## config.mk

```make
export PLATFORM = sky130hd
export DESIGN_NAME = la_cmd_sequencer
export DESIGN_NICKNAME = d
export VERILOG_FILES = /design/src/rtl/la_cmd_sequencer.sv
export SDC_FILE = /design/constraint.sdc
export NUM_CORES = 1
export LEC_CHECK = 0
export ABC_AREA = 1
export CORE_MARGIN = 1
export CORE_UTILIZATION = 49
export CTS_BUF_LIST = sky130_fd_sc_hd__clkbuf_8
export DETAILED_ROUTE_END_ITERATION = 7
export PLACE_DENSITY = 0.95
export SYNTH_ARGS = -nofsm -noshare
export SYNTH_HDL_FRONTEND = slang
export SYNTH_SLANG_ARGS = --single-unit
```

## constraint.sdc

```tcl
create_clock -name wb_clk_i -period 3.9 [get_ports wb_clk_i]
set_input_delay 0.39 -clock wb_clk_i [delete_from_list [all_inputs] [get_ports wb_clk_i]]
set_output_delay 0.39 -clock wb_clk_i [all_outputs]
set_load 0.03 [all_outputs]
```

## src/rtl/la_cmd_sequencer.sv

```systemverilog
// Command sequencer between the SoC logic-analyzer probes and the user-project result/status pins.
// Runs LOAD / COUNT_UP / COUNT_DOWN commands received over a 4-phase valid/ack handshake.
module la_cmd_sequencer #(
  parameter int DATA_W   = 16,
  parameter int TICK_DIV = 4
) (
  input  logic        wb_clk_i,
  input  logic        wb_rst_i,
  input  logic [31:0] la_data_in,
  input  logic [31:0] la_oenb,
  output logic [31:0] la_data_out,
  output logic [17:0] io_out,
  output logic [17:0] io_oeb
);

  localparam int PW = (TICK_DIV > 1) ? $clog2(TICK_DIV) : 1;
  localparam logic [PW-1:0] TICK_LAST = PW'(TICK_DIV - 1);

  localparam logic [1:0] S_IDLE = 2'b00;
  localparam logic [1:0] S_EXEC = 2'b10;
  localparam logic [1:0] S_DONE = 2'b01;
  localparam logic [1:0] S_ERR  = 2'b11;

  localparam logic [1:0] OP_LOAD = 2'b00;
  localparam logic [1:0] OP_UP   = 2'b01;
  localparam logic [1:0] OP_DOWN = 2'b10;
  localparam logic [1:0] OP_RSVD = 2'b11;

  logic [19:0]       la_eff;
  logic [DATA_W-1:0] arg_eff;
  logic [1:0]        op_eff;
  logic              valid_eff;
  logic              abort_eff;
  logic              unused_hi;

  // A probe bit the SoC is not driving (oenb=1) reads as 0.
  assign la_eff    = la_data_in[19:0] & ~la_oenb[19:0];
  assign arg_eff   = la_eff[DATA_W-1:0];
  assign op_eff    = la_eff[17:16];
  assign valid_eff = la_eff[18];
  assign abort_eff = la_eff[19];
  assign unused_hi = ^{la_data_in[31:20], la_oenb[31:20]};

  logic [1:0]        state_p0;
  logic [DATA_W-1:0] result_p0;
  logic [PW-1:0]     presc_p0;
  logic              oeb_p0;
  logic [DATA_W-1:0] arg_p0;
  logic [1:0]        op_p0;
  logic              accept;
  logic              tick;
  logic              ack;

  assign accept = (state_p0 == S_IDLE) && valid_eff && !abort_eff && (op_eff != OP_RSVD);
  assign tick   = (presc_p0 == TICK_LAST);

  // Stage p0: latched command, held constant for the whole EXEC phase
  always_ff @(posedge wb_clk_i) begin
    if (accept) begin
      arg_p0 <= arg_eff;
      op_p0  <= op_eff;
    end
  end

  // Stage p0: sequencer state, shared result register and step prescaler
  always_ff @(posedge wb_clk_i or posedge wb_rst_i) begin
    if (wb_rst_i) begin
      state_p0  <= S_IDLE;
      result_p0 <= '0;
      presc_p0  <= '0;
      oeb_p0    <= 1'b1;
    end else begin
      oeb_p0 <= 1'b0;
      if (abort_eff) begin
        state_p0 <= S_IDLE;
        presc_p0 <= '0;
      end else begin
        case (state_p0)
          S_IDLE: begin
            if (valid_eff) begin
              if (op_eff == OP_RSVD) begin
                state_p0 <= S_ERR;
              end else begin
                state_p0  <= S_EXEC;
                presc_p0  <= '0;
                result_p0 <= (op_eff == OP_UP) ? '0 : arg_eff;
              end
            end
          end
          S_EXEC: begin
            // Terminal checks come before any step, so the count never wraps.
            if ((op_p0 == OP_LOAD) ||
                ((op_p0 == OP_UP) && (result_p0 == arg_p0)) ||
                ((op_p0 == OP_DOWN) && (result_p0 <= DATA_W'(1)))) begin
              state_p0 <= S_DONE;
            end else if (tick) begin
              presc_p0  <= '0;
              result_p0 <= (op_p0 == OP_UP) ? result_p0 + 1'b1 : result_p0 - 1'b1;
            end else begin
              presc_p0 <= presc_p0 + 1'b1;
            end
          end
          S_DONE, S_ERR: begin
            if (!valid_eff) state_p0 <= S_IDLE;
          end
          default: state_p0 <= S_IDLE;
        endcase
      end
    end
  end

  assign ack         = (state_p0 == S_DONE) || (state_p0 == S_ERR);
  assign la_data_out = {13'd0, ack, state_p0, result_p0};
  assign io_out      = {state_p0, result_p0};
  assign io_oeb      = {18{oeb_p0}};

endmodule

```

### Word level (Yosys, flattened, before mapping)

Cells that the tools add are included.

| word-level totals | value |
|---|---|
| flip-flop bits (word level) | 39 |
| word-level logic and storage cells | 68 |

| operators by class | value |
|---|---|
| mux-type cells | 19 |
| reduce and logical (&&, ||, !) cells | 17 |
| bitwise operators | 3 |
| eq/ne operators | 19 |
| $lt $le $gt $ge | 1 |
| add/sub/neg operators | 3 |

Operator list:

| kind | count |
|---|---|
| $mux 16 | 6 |
| $pmux 16 s2 | 1 |
| $and 20x20->20 | 1 |
| $not 20->20 | 1 |
| $mux 2 | 9 |
| $add 16x1->16 const B | 1 |
| $eq 16x16->1 | 1 |
| $le 16x1->1 const B | 1 |
| $sub 16x1->16 const B | 1 |
| $ne 3x3->1 const B | 5 |
| $eq 2x2->1 const B | 5 |
| $ne 2x2->1 const B | 5 |
| $eq 2x1->1 const B | 3 |
| $pmux 2 s3 | 1 |
| $reduce_and 6->1 | 1 |
| $logic_and 1x1->1 | 5 |
| $logic_not 2->1 | 2 |
| $pmux 2 s2 | 1 |
| $reduce_and 4->1 | 1 |
| $logic_or 1x1->1 | 3 |
| $reduce_and 3->1 | 1 |
| $reduce_bool 3->1 | 1 |
| $add 2x1->2 const B | 1 |
| $reduce_bool 2->1 | 1 |
| 4 further kinds | 4 |

### Longest topological paths before layout

Gate-level depths: netlist of the first run.

| logic depth | value |
|---|---|
| depth after elaboration | 7 |
| mapped depth | 14 |
| depth with buffers taken out | 13 |

### Worst setup path after synthesis of the first run

Ideal clock, no wire load.

| timing path | value |
|---|---|
| path kind | register to register |
| from | register state_p0[0] |
| to | register arg_p0[0], enable pin |
| arrival | 1.718 ns |
| stages on the path, launching flop included | 4 |
| buffers on the path | 0 |
| path slack | 1.789 ns |
| cell sequence | dfrtp_1 -> nor2_1 -> nand3_1 -> nor2_1 |

| between the ends | value |
|---|---|
| cells in the longest elaborated chain, start to end | 4 |

Ends and longest elaborated chain:

| what | RTL line | RTL |
|---|---|---|
| start: declaration | 44 | `logic [1:0] state_p0;` |
| start signal: assignment | 68 | `state_p0 <= S_IDLE;` |
| start signal: assignment | 75 | `state_p0 <= S_IDLE;` |
| start signal: assignment | 82 | `state_p0 <= S_ERR;` |
| $logic_not 2->1 | 54 | `assign accept = (state_p0 == S_IDLE) && valid_eff && !abort_eff && (op_eff != OP_RSVD);` |
| $logic_and 1x1->1 (3 in a row) | 54 |  |
| named net accept | 50 | `logic accept;` |
| end signal: assignment | 60 | `arg_p0 <= arg_eff;` |
| end: declaration | 48 | `logic [DATA_W-1:0] arg_p0;` |

The timed path passes the listed nets, and every way through them passes these cells.
A chain may end at the register's enable or synchronous reset.

### Worst setup path after layout of the first run

| timing path | value |
|---|---|
| from | register state_p0[0] |
| to | register result_p0[8] |

| between the ends | value |
|---|---|
| cells in the longest elaborated chain, start to end | 3 |

Ends and longest elaborated chain:

| what | RTL line | RTL |
|---|---|---|
| $eq 2x2->1 or $logic_not 2->1 (tied branches) | 78 | `case (state_p0)` |
| $ne 2x2->1 (no source line) or $reduce_bool 2->1 (tied branches) | -- |  |
| $reduce_and 6->1 (no source line) | -- |  |
| end signal: assignment | 86 | `result_p0 <= (op_eff == OP_UP) ? '0 : arg_eff;` |
| end signal: assignment | 98 | `result_p0 <= (op_p0 == OP_UP) ? result_p0 + 1'b1 : result_p0 - 1'b1;` |
| end: declaration | 45 | `logic [DATA_W-1:0] result_p0;` |

Several ways; a longest one is shown, not always the timed one.

==> results list, run 1 <==
- Result of the run: completed
* Worst-case hold path end point: presc_p0[1]
* Depth of the worst register-to-register path: 8
- Grt ovf: 0
- Cell count of the worst hold path: 2
- Number of enable flip-flop cells after synthesis: 18
- Area share of the leading cell type in the synthesized netlist: 19.1%
- Area added between synthesis and finish: 21.1%
- Leading cell type in the layout, fill and taps excluded: nand2_1
- Final critical path time including I/O delays and setup: 2.27 ns
- For the final routed database, the setup TNS stands at 0 ns.
- The worst hold path begins at presc_p0[1].
* Final layout net count: between 600 and 700
* Final antenna diode count: 0
* Quantity of gates resized following cts: 0
- Final worst clock skew: 0.00506 ns
* Proportion of synthesized chip area in sequential cells: 31.5%
- Clock-pin slew was measured on the worst setup and hold paths at 0.08 ns.
- Number of buffers inserted during clock tree synthesis: 5
* Max stage delay on crit path: 0.47 ns
- Worst r2r dst: result_p0[8]
* Detailed placement HPWL: roughly 6.7 mm
- For the pin with the worst max-slew slack, the measured transition is 0.903 ns.
- Using the TritonRoute via totals, the vias-per-cell ratio works out to 5.21.
- The path class of the tightest hold or removal check is flip-flop to flip-flop.
- In this run, synthesis produced a sequential element count of 39.
- Number of slew-limit violations in the final report: 0
- Max-cap violations in this run came to 0.
* Share of cells above drive strength 1: 7.56%
- Library cell occupying the most area in the post-synthesis netlist: nand2_1
- Maximum ir drop on the vdd rail: about 0.00064 V
* Cell with the largest stage delay on the worst path: dfrtp_1
- In this run the remaining antenna-violating nets after routing total 0.
* Worst endpoint data arrival time: about 2.5 ns
* Total global routing track utilization: 25.3%
- The critical path contains buffers and inverters numbering 2 combined.
- The die is 85.2 µm tall.
- Data on the critical path is required at its endpoint by 4.13 ns.
- In the final routed layout, each cell accounts on average for 13.9 µm.
* Top cell by count, worst path: nand2_1
- Worst hold slack across all endpoints: just under 0.5 ns
- In the synthesized netlist the async set-or-reset flop fraction comes to a little over half.
- The count of endpoints failing hold in the final timing report came to 0.
* Number of search-and-repair iterations in the first detailed-routing pass: 5
- TritonCTS clock tree: yes
- The later pin in the worst-skew pair is clocked with a latency of 0.30 ns.
- Endpoints failing setup: 0
* Portion of the clock cycle consumed by the worst path in the final layout: 58.3%
- Worst Setup Start Kind: flip-flop
- Number of port buffers: between 90 and 100
- In the layout the commonest cells are nand2_1, clkdlybuf4s50_1, nor2_1.
* Post-synthesis cell type count: 34
- Number of global-route vias before repair: between 3000 and 4000
- Synth warnings: 0
- Dividing total power by cell area gives a power density of 685 nW/µm².
- Post-detailed-route DRC marker count: 0
- Minimum setup slack among reg-to-reg paths: roughly 1.6 ns
- Sorting the synthesized cells by area gives the leading types as nand2_1, edfxtp_1, dfrtp_1.
- Most used DFF post-synth: dfrtp_1
* Largest fanout of any net on the critical path: 17
- After clock tree synthesis, the setup repair step added 0 buffers.
* Initial antenna violation count: 0
* Initial DRC count: between 200 and 250
* Post-Syn Area per Cell: approximately 6.6 µm²
- Number of H-tree levels: 2
- Synthesized netlist cell count: 515
* Ordered cell list for the critical path: nor2_4 -> inv_2 -> or2_1 -> nand2_1 -> inv_2 -> nand2_4 -> nand2_1 -> nand2_1
- Die Area: between 7000 and 8000 µm²
* Pin count of the biggest net entering global routing: 22
- Type of the setup path with the least slack: flip-flop to flip-flop
- Sinks on the clock net: 39
- After synthesis the cells add up to roughly 3400 µm².
- Routed vias: 3363
* Slew headroom: 39.7%
* Routed WL: 8.96 mm
- Startpoint of the lowest-slack register-to-register path: state_p0[0]
- After floorplanning, the core was sized to cover 6490 µm².
- The longest clock path from root to sink contains 2 buffers.
* Cell at the root of the clock tree: clkbuf_8
- Standard-cell row count: 29
* Global-route wire length before repair: 14.3 mm
- In this run the horizontal extent of the chip is 85.2 µm.
* Family with the most delay on the worst path: simple AND/OR/NAND/NOR gates
* Setup repair after global routing missed its margin: false
- CP Capture Type: flip-flop
* Top-Level Pins: 134
- The initial utilization of the core area, before any placement, comes to roughly 52%.
- Derived from the worst setup path, the maximum achievable clock frequency is ~440 MHz.
- Count of hold-fix buffers inserted at cts: 0
- Placer Congestion: 0.910
* Static Leakage: 2.02 nW
-- power by group --
part / internal [W] / switching, W
registers: 0.000533 / 0.000212
clock network: 0.000121 / 0.000151
logic: 0.000636 / 0.00116
total: 0.00129 / 0.00152
-- cell families (layout without fill, tap and decap cells) --
family | after synthesis | in the layout | share of synthesized area, %
AND/OR/NAND/NOR | 313 | 313 | 40.6
buffers and inverters | 130 | 171 | 21.5
flip-flops | 39 | 39 | 31.5
AO/OA/AOI/OAI | 22 | 22 | 3.29
XOR/XNOR | 6 | 6 | 1.55
adder cells (fa/ha/maj) | 4 | 4 | 1.48
other | 1 | 14 | 0.111
-- through the flow --
step           total power [W]  area [µm²]  setup WS (ns)  util, %  instances
2_1_floorplan          0.00209        3440           1.79        -        528
3_3_place_gp           0.00249        4020           1.41     61.9        638
3_5_place_dp           0.00253        4020           1.37     61.9        638
4_1_cts                0.00280        4100           1.67     63.2        646
5_1_grt                0.00300        4100           1.46     63.2        646
6_report               0.00281        4100           1.63     63.2        646
-- cell usage after synthesis, types with 3 or more instances --
| cell | instances |
|---|---|
| nand2_1 | 172 |
| nor2_1 | 62 |
| buf_4 | 54 |
| inv_1 | 51 |
| nand3_1 | 44 |
| dfrtp_1 | 20 |
| edfxtp_1 | 18 |
| inv_2 | 14 |
| o21ai_0 | 12 |
| nand3_2 | 10 |
| a21oi_1 | 8 |
| nor3_1 | 6 |
| nor2_2 | 5 |
| buf_2 | 4 |
| ha_1 | 4 |
| clkbuf_1 | 3 |
| nand4_1 | 3 |
| xnor2_1 | 3 |
| xor2_1 | 3 |
-- registers in the layout, indices dropped and copies added (netlist names) --
| register | flops |
|---|---|
| presc_p0 | 2 |
| op_p0 | 2 |
| state_p0 | 2 |
| oeb_p0 | 1 |
| arg_p0 | 16 |
| result_p0 | 16 |
-- worst reg2reg max path, delay by kind of cell, from the launching register on --
family / cells / cell delay (ns)
buffers and inverters: 2 / 0.45
DFF: 1 / 0.47
and+or+nand+nor: 6 / 1.28
-- cell type report --
| cell class | instances | area [µm²] |
|---|---|---|
| fill | 596 | 2390 |
| multi-input combinational | 359 | 1640 |
| sequential | 39 | 1070 |
| timing repair buffer | 97 | 968 |
| inverter | 66 | 248 |
| tap | 77 | 96.3 |
| clock buffer | 5 | 68.8 |
| clock inverter | 3 | 12.5 |
-- worst max path at each step --
stage | to | startpoint | slack (ns) | cells after the start
after floorplan | arg_p0[0] | state_p0[0] | 1.79 | 3
after global placement | arg_p0[4] | la_data_in[18] | 1.41 | 6
after detailed placement | arg_p0[4] | la_data_in[18] | 1.37 | 6
after CTS | arg_p0[5] | la_data_in[18] | 1.67 | 6
after global routing | result_p0[4] | result_p0[0] | 1.46 | 12
final | result_p0[8] | state_p0[0] | 1.63 | 8
-- layer usage --
metal | vias to the layer above | global-route usage (%) | wire (µm)
met5 | - | 0 | 0
met4 | 0 | 8.17 | 172
met3 | 18 | 3.70 | 707
met2 | 175 | 43.4 | 4280
met1 | 1531 | 32.8 | 3810
li1 | 1639 | - | -
Note: power is estimated with default switching activity, not from simulation.
==> inputs of run 2 (changes only) <==
--- a/config.mk
+++ b/config.mk
@@ -7,10 +7,10 @@
 export LEC_CHECK = 0
 export ABC_AREA = 1
 export CORE_MARGIN = 1
-export CORE_UTILIZATION = 49
+export CORE_UTILIZATION = 46
 export CTS_BUF_LIST = sky130_fd_sc_hd__clkbuf_8
 export DETAILED_ROUTE_END_ITERATION = 7
-export PLACE_DENSITY = 0.95
+export PLACE_DENSITY = 0.94
 export SYNTH_ARGS = -nofsm -noshare
 export SYNTH_HDL_FRONTEND = slang
 export SYNTH_SLANG_ARGS = --single-unit
==> constraint.sdc (replaced) <==
create_clock -name wb_clk_i -period 2.2 [get_ports wb_clk_i]
set_input_delay 0.22 -clock wb_clk_i [delete_from_list [all_inputs] [get_ports wb_clk_i]]
set_output_delay 0.22 -clock wb_clk_i [all_outputs]
set_load 0.03 [all_outputs]
==> run 2 against run 1 <==
Net effect: first-iteration DRC count rose by 9.4%; clock skew rose by 0.0065 ns; hold slack got worse by 0.24 ns; wire length fell by 2.1%; sequential cell count did not move; cell count rose by 4.6%; clock power rose by 97%.
==> results list, run 2 (synthesized netlist as in run 1, its figures left out) <==
* Result of the run: completed
- CP Capture Type: flip-flop
- The initial detailed-routing violation count came to 222 (+9.4%).
- The number of ports placed on the die boundary is 134 (unchanged).
- Commonest cells after routing, fill and taps aside: nand2_1, clkdlybuf4s50_1, nor2_1
- The post-DP HPWL is 6.67 mm (-0.51%).
* Quantity of gates resized following cts: 0 (unchanged)
- The number of placed cells counting well taps came to 668 (+4.7%).
- The number of non-filler instances in the completed layout is 676 (+4.6%).
* Y dimension of the die: 87.8 µm (+3.1%)
- Effective utilization at floorplan: 48.8% (-3.4 points)
- The placer's final routability congestion estimate came to 0.947 (+4.1%).
- The net load switching power is 0.00267 W (+76%).
* Worst endpoint required time: 2.38 ns (-1.75 ns)
- The number of buffers and inverters on the critical path was 1 (-1).
- Leading cell type in the layout, fill and taps excluded: nand2_1
- The pin count of the biggest net entering global routing is 22 (unchanged).
- The highest net fanout along the worst path came to 16 (-1).
- The detailed-route wire length was 8.78 mm (-2.1%).
* Routed vias: 3335 (-0.83%)
* Type of the setup path with the least slack: flip-flop to flip-flop
- Clock buffer depth: 2 (unchanged)
- Maximum ir drop on the vdd rail: 0.000851 V (+33%)
* Portion of the clock cycle consumed by the worst path in the final layout: 90.6% (+32 points)
- The final routed DRC violation total was 0 (unchanged).
* Family with the most delay on the worst path: simple AND/OR/NAND/NOR gates
- Number of H-tree levels: 2 (unchanged)
* Number of buffers inserted during clock tree synthesis: 5 (unchanged)
* Switching fraction of total power: 52.3% (-1.8 points)
* Ordered cell list for the critical path: inv_2 -> ha_1 -> nor2_1 -> nor2_1 -> nand3_1 -> nand2_1 -> nand2_1 -> nand3_4 -> nand2_4 -> nand2_4 -> nand2_1 -> nand2_1
* Number of port buffers: 96 (unchanged)
* Detail Route Antenna Nets: 0 (unchanged)
- The die area is 7710 µm² (+6.4%).
- The count of endpoints failing hold in the final timing report was 0 (unchanged).
- The combinational fraction of design power came to 64.0% (+0.2 points).
* Routed length per instance: 13.0 µm (-6.4%)
- Final critical path time including I/O delays and setup: 1.99 ns (-0.278 ns)
* Power per standard cell area: 1210 nW/µm² (+76%)
* Path category of the worst min-delay check: input pin to asynchronous set/reset pin
- The maximum single-stage delay on the critical path came to 0.48 ns (about the same).
* Setup repair after global routing missed its margin: false
* Final worst clock skew: 0.0115 ns (+0.00646 ns)
- The number of setup buffers added after CTS is 0 (unchanged).
* Standard-cell row count: 30 (+3.4%)
* Clock share of power: 10.5% (+0.8 points)
- The mean number of vias per cell was 4.93 (-5.2%).
* Final antenna diode count: 0 (unchanged)
- Cell at the root of the clock tree: clkbuf_8
* Total global routing track utilization: 24.7% (-0.56 points)
- Relative to the synthesized area, the layout overhead comes to 25.2%.
* Grt ovf: 0 (unchanged)
- The first-pass detailed-route iteration total is 5 (unchanged).
- Final layout net count: 649 (+1.7%)
- Chip Width: 87.8 µm (+3.1%)
- Worst endpoint data arrival time: 2.17 ns (-0.34 ns)
* Number of global-route vias before repair: 3122 (+1.9%)
* Clock-pin slew of the registers on the worst-case setup and hold paths: 0.08 ns (about the same)
* Share of cells above drive strength 1: 9.48% (+1.9 points)
- Final setup TNS: 0 ns (unchanged)
- The max-cap violation count was 0 (unchanged).
- TritonCTS built the clock tree.
* Biggest registers after layout: arg_p0 x16, result_p0 x16
- The worst setup path is launched from a flip-flop.
- Area of the placeable core: 6940 µm² (+6.9%)
- Count of hold-fix buffers inserted at cts: 0 (unchanged)
- The maximum operating frequency was 501 MHz (+14%).
* Sinks on the clock net: 39 (unchanged)
- Endpoints failing setup: 0 (unchanged)
- The clock insertion delay at the later pin of the skew report was 0.30 ns (about the same).
* Top cell by count, worst path: nand2_1
* Global-route wire length before repair: 14.6 mm (+2.3%)
- Static Leakage: 2.09 nW (+3.2%)
* Initial antenna violation count: 0 (unchanged)
- The final count of pins violating max slew was 0 (unchanged).
- Among all stages on the critical path, the largest delay is contributed by dfrtp_1.
- Int Power: 0.00244 W (+89%)
* Power share of the sequential group: 25.5% (-1.0 points)
-- run 2: through the flow --
step / hold WS (ns) / setup slack [ns] / total power [W] / cell area [µm²] / utilization (%)
after floorplan: 0.196 / 0.0892 / 0.00370 / 3440 / -
after global placement: 0.458 / 0.321 / 0.00448 / 4140 / 59.6
after detailed placement: 0.487 / 0.243 / 0.00456 / 4140 / 59.6
after CTS: 0.272 / 0.197 / 0.00512 / 4240 / 61.1
after global routing: 0.329 / 0.0713 / 0.00553 / 4240 / 61.1
final: 0.261 / 0.206 / 0.00512 / 4240 / 61.1
-- run 2: path summary, 6_finish.rpt --
path,start,to,slack [ns],depth (start not counted)
worst min-delay path,wb_rst_i,result_p0[14],0.26,3
worst max register to register,result_p0[1],result_p0[15],0.21,12
max in group asynchronous,wb_rst_i,oeb_p0,1.65,3
worst max-delay path,result_p0[1],result_p0[15],0.21,12
worst min register to register,presc_p0[1],presc_p0[1],0.49,2
min in group wb_clk_i,presc_p0[1],presc_p0[1],0.49,2
-- run 2: metal layers --
layer  wire length [µm]  GRT usage [%]  share of wire [%]
met1               3740           31.6                 43
met2               4180           42.4                 48
met3                653           3.58                7.4
met4                202           9.09                2.3
met5                  0              0                  0
-- run 2: worst reg2reg max path, stage by stage, from the launching register on --
cell	delay, ns
dfrtp_1	0.48
inv_2	0.10
ha_1	0.23
nor2_1	0.13
nor2_1	0.06
nand3_1	0.09
nand2_1	0.06
nand2_1	0.09
nand3_4	0.10
nand2_4	0.19
nand2_4	0.20
nand2_1	0.11
nand2_1	0.05
-- run 2: power groups by stage --
stage	combinational, W	clock (W)	sequential (W)
after floorplan	0.00226	0	0.00144
after global placement	0.00318	0	0.00130
after detailed placement	0.00325	0	0.00131
after CTS	0.00327	0.000546	0.00130
after global routing	0.00361	0.000581	0.00134
final	0.00327	0.000536	0.00131
-- run 2: layout make-up --
cell class,count,area [µm²]
well taps,96,120
inverters,66,248
clock buffers,7,96.3
multi-input cells,359,1640
flip-flops and latches,39,1070
repair buffers,108,1060
clock inverters,1,3.75
fillers,640,2700
==> variant 1: new RTL, config.mk and constraints of run 2 <==
Reset style: synchronous (`wb_rst_i`), changed in one clocked block.
--- a/src/rtl/la_cmd_sequencer.sv
+++ b/src/rtl/la_cmd_sequencer.sv
@@ -65,3 +65,3 @@
   // Stage p0: sequencer state, shared result register and step prescaler
-  always_ff @(posedge wb_clk_i or posedge wb_rst_i) begin
+  always_ff @(posedge wb_clk_i) begin
     if (wb_rst_i) begin
Behaviour: differs if wb_rst_i is asserted again (counterexample within 4 cycles, from zero or initial values and one cycle with wb_rst_i high); with wb_rst_i held inactive, the same outputs for 10 cycles.
==> variant 1 against run 2 <==
- final cell count is 2.5% higher
- sequential cell count stayed put
- area after synthesis shrank 2.1%
- worst setup slack got worse by 0.035 ns
- wire length is 2.7% lower
- non-clock buffer count decreased by 3
- via count grew 2.2%
- critical path depth up 1
- cell area decreased by 1.8%
Power is not compared: it rests on default switching activity, and its combinational part moved more than twofold at a synthesized area within 25%.
==> variant 1: results (changes against run 2) <==
Outcome
  – Status: completed

Yosys
  – Ranking of synthesized cells by area: nand2_1 (18%), edfxtp_1 (16%), dfxtp_1 (13%)
  – Compound-Gate Fraction of Synth Area: 0.0604 (+0.0275)
  – Post-synthesis adder-cell area fraction: 0.0151 (+0.000318)
  – Sequential-to-total area share from yosys stat: 0.290 (-0.0253)
  – EDFF count, synth: 18 (unchanged)
  – XOR/XNOR share of the synthesized area: 0.0290 (+0.0135)
  – Fraction of registers with async set/reset: 0 (-0.538)
  – Prevailing post-synth register cell: dfxtp_1
  – Synth unique cells: 29 (-15%)
  – Post-synth top cells: nand2_1 (160), nor2_1 (91), inv_1 (66), buf_4 (52), nand3_1 (32)

Final layout
  – Final-layout fill cell count: 642 (+0.31%)
  – Final nets: 666 (+2.6%)
  – Ratio of cells with drive above 1 in the final layout: 0.0653 (-0.0295)

Place
  – Final HPWL DP: 6.28 mm (-5.9%)
  – Placer Congestion: 0.879 (-7.1%)
  – Post-placement cell area: 4050 um2 (-2.1%)

STA
  – Layout Skew: 0.0139 ns (+0.00236 ns)
  – Slew @ Worst Pin: ~0.87 ns

GRT
  – Vias in the first global route: 3,065 (-1.8%)
  – Largest net degree at the start of global routing: 31 (+41%)
  – GR Util All Layers: 0.223 (-0.0248)
  – Global-route wire length before repair: 13.4 mm (-8.4%)

Routing
  – Routed vias/inst: 4.92 (-0.32%)
  – Drt first-iter violations: 290 (+31%)
  – Drt wl/cell: 12.3 um (-5.1%)

Worst setup path
  – Largest fanout on the critical path: 15 (-1)
  – Worst EP arrival: 2.23 ns (+0.06 ns)

Pwr
  – Sw Pwr: between 0.0009 and 0.001 W
  – Leak pwr: approximately 2.0 nW

Worst hold path
  – Hold WC Path Type: in2reg

CTS
  – Resize count post-CTS: 0 (unchanged)
[variant 1: cell types whose count changed after synthesis, moves of 10 or more]
cell     before  now
dfxtp_1       0   21
dfrtp_1      20    0
nand3_2      10    0
nand2_1     172  160
nand3_1      44   32
nor2_1       62   91
inv_1        51   66
[variant 1: kinds of logic after synthesis]
family,Yosys count
adder cells (fa/ha/maj),4
XOR/XNOR,11
other,1
buffers and inverters,138
AO/OA/AOI/OAI,37
flip-flops,39
AND/OR/NAND/NOR,304
[variant 1: power by group through the flow]
stage	Clock [W]	Combinational (W)	Sequential, W
floorplan	0	0.000631	0.000936
global placement	0	0.000890	0.000893
detailed placement	0	0.000918	0.000896
CTS	0.000507	0.000922	0.000880
global route	0.000542	0.00102	0.000892
finish	0.000508	0.000933	0.000883
[variant 1: final cells by class]
cell class | instances | share of cell area
multi-input cells | 370 | 0.403
well taps | 96 | 0.0288
flip-flops and latches | 39 | 0.232
repair buffers | 105 | 0.247
inverters | 75 | 0.0676
clock buffers | 6 | 0.0198
clock inverters | 2 | 0.00210
[variant 1: worst max-delay path, stage by stage, from the launching register on]
cell and delay [ns]:
dfxtp_1 0.52, inv_2 0.08, nand2_1 0.09, nand2_1 0.06, nor2_1 0.11, nand2_1 0.09
nor2_1 0.17, nand2_1 0.09, nand2_2 0.09, nand3_4 0.14, nand3_4 0.24, nand2_1 0.11
nand2_1 0.08, nor2_1 0.05
[variant 1: layer usage]
metal  GRT usage  up-vias  share of wire
li1            -     1707              -
met1       0.263     1526           0.41
met2       0.406      158           0.50
met3      0.0370       17          0.068
met4      0.0742        0          0.017
met5           0        -              0
[variant 1: worst paths after layout]
check                     from  slack, ns  cells after the start      endpoint
hold / removal        wb_rst_i       0.46                      1        oeb_p0
hold reg to reg    presc_p0[1]       0.49                      2   presc_p0[1]
setup reg to reg  result_p0[5]       0.17                     13  result_p0[5]
setup / recovery  result_p0[5]       0.17                     13  result_p0[5]
[variant 1: through the flow]
stage	setup WS (ns)	total power, W	util	cells
final	0.171	0.00232	0.607	693
after global routing	0.0135	0.00246	0.607	693
after CTS	0.0511	0.00231	0.603	692
after detailed placement	0.0462	0.00181	0.590	684
after global placement	0.138	0.00178	0.590	684
after floorplan	0.254	0.00157	-	546
==> variant 2: new RTL, flow settings as in run 2 <==
Made on the original files. Put a register stage on the output `la_data_out`, with the module's reset. The value now appears one clock later. The other outputs are not delayed to match.
--- a/src/rtl/la_cmd_sequencer.sv
+++ b/src/rtl/la_cmd_sequencer.sv
@@ -112,3 +112,9 @@
   assign ack         = (state_p0 == S_DONE) || (state_p0 == S_ERR);
-  assign la_data_out = {13'd0, ack, state_p0, result_p0};
+  always_ff @(posedge wb_clk_i or posedge wb_rst_i) begin
+    if (wb_rst_i) begin
+      la_data_out <= '0;
+    end else begin
+      la_data_out <= {13'd0, ack, state_p0, result_p0};
+    end
+  end
   assign io_out      = {state_p0, result_p0};
Check against the original RTL: not equivalent (Yosys sat finds a counterexample within 4 cycles, from zero or initial values and one cycle with wb_rst_i high).
==> variant 2 against run 2 <==
- synthesized cell count shrank 3.1%
- critical path depth up 1
- core utilization increased by 3.0 points
- combinational power down 10%
- area after synthesis rose by 6.4%
- sequential cell count increased by 19
- cell area rose by 12%
- sequential share of layout area grew 7.3 points
- wire length rose by 4.8%
- power rose by 8.5%
- worst setup slack lost 0.027 ns
- final cell count grew 2.7%
- clock skew is 0.0032 ns lower
- critical endpoint is now result_p0[7]
- largest power group unchanged
==> variant 2: results (changes against run 2) <==
CTS
  – Later-pin clock latency in the skew report: 0.34 ns (+0.04 ns)
  – Clock sinks: 58 (+49%)
  – Cts bufs inserted: 9 (+4)

Pwr
  – Leak pwr: 2.34 nW (+12%)
  – Sw Pwr: 0.00256 W (-4.2%)

Final layout
  – Buffers, non-clock: 110 (+1.9%)
  – Inverters: 65 (-1.5%)
  – Clock-cell share: 0.0366 (+0.0130)
  – CLK BUF: 11 (+4)
  – Multi-input combinational area share: 0.331 (-0.0567)
  – Ratio of cells with drive above 1 in the final layout: 0.0891 (-0.00575)
  – Non-clock buffer share of cell area: 0.230 (-0.0210)
  – Largest regs: la_data_out: 19 flops, arg_p0: 16 flops, result_p0: 16 flops

Yosys
  – Fraction of registers with async set/reset: 0.690 (+0.151)
  – Area leader, netlist: dfrtp_1

STA
  – Fin Hold WS: 0.247 ns (-0.0140 ns)
  – Layout Skew: 0.00836 ns (-0.00316 ns)

Worst setup path
  – RR Endpoint: result_p0[7]
  – Critical R2R Launch: result_p0[0]
  – CP max stage delay: 0.46 ns (-0.02 ns)
  – Worst r2r path cells: 13 (+1)

Routing
  – Drt wl/cell: 13.2 um (+2.0%)
  – Met3 WL: 553 um (-15%)
  – Total number of vias: 3,401 (+2.0%)
  – Met2 WL: 4.58 mm (+9.6%)
  – Drt first-iter violations: 219 (-1.4%)

GRT
  – Vias in the first global route: 3,257 (+4.3%)
  – GR Util All Layers: 0.238 (-0.00890)

Outcome
  – Status: completed

Place
  – Placer Congestion: 0.908 (-4.1%)
[variant 2: kinds of logic after synthesis]
group                      after synthesis  synth area share
AOI/OAI and AO/OA                       30            0.0468
xor gates and xnor gates                13            0.0316
adders and majority gates                4            0.0139
buffers and inverters                  108             0.152
DFF                                     58             0.428
other                                    1           0.00104
and+or+nand+nor                        285             0.327
[variant 2: power by group through the flow]
stage	Sequential, W	Clock, W	Combinational, W
after floorplan	0.00216	0	0.00146
after global routing	0.00180	0.000917	0.00323
final	0.00175	0.000862	0.00294
after CTS	0.00174	0.000875	0.00292
after global placement	0.00174	0	0.00285
after detailed placement	0.00176	0	0.00291
[variant 2: critical path: cells and delay by family (launching register included)]
kind            cells  cell delay (ns)
flops               1             0.46
buf+inv             2             0.28
fa+ha+maj           1             0.25
compound gates      2             0.23
simple gates        8             0.67
[variant 2: how the worst max path moves through the flow]
stage,startpoint,to,cells past startpoint
4_1_cts,oeb_p0,io_oeb[1],1
6_report,result_p0[0],result_p0[7],13
3_3_place_gp,result_p0[0],result_p0[10],12
3_5_place_dp,result_p0[0],result_p0[10],11
5_1_grt,result_p0[0],result_p0[13],13
2_1_floorplan,state_p0[0],arg_p0[0],5
[variant 2: per-stage QoR]
step            util  cells  setup slack, ns  instance area, um2
6_report       0.641    694            0.179                4750
5_1_grt        0.641    694           0.0122                4750
4_1_cts        0.640    694            0.197                4740
3_5_place_dp   0.616    678            0.234                4570
3_3_place_gp   0.616    678            0.249                4570
2_1_floorplan      -    512            0.284                3660
[variant 2: what timing repair did]
item                       CTS  global route
setup buffers                0             0
hold endpoints to repair     0             0
resized for setup            0             4
setup endpoints to repair    0             6
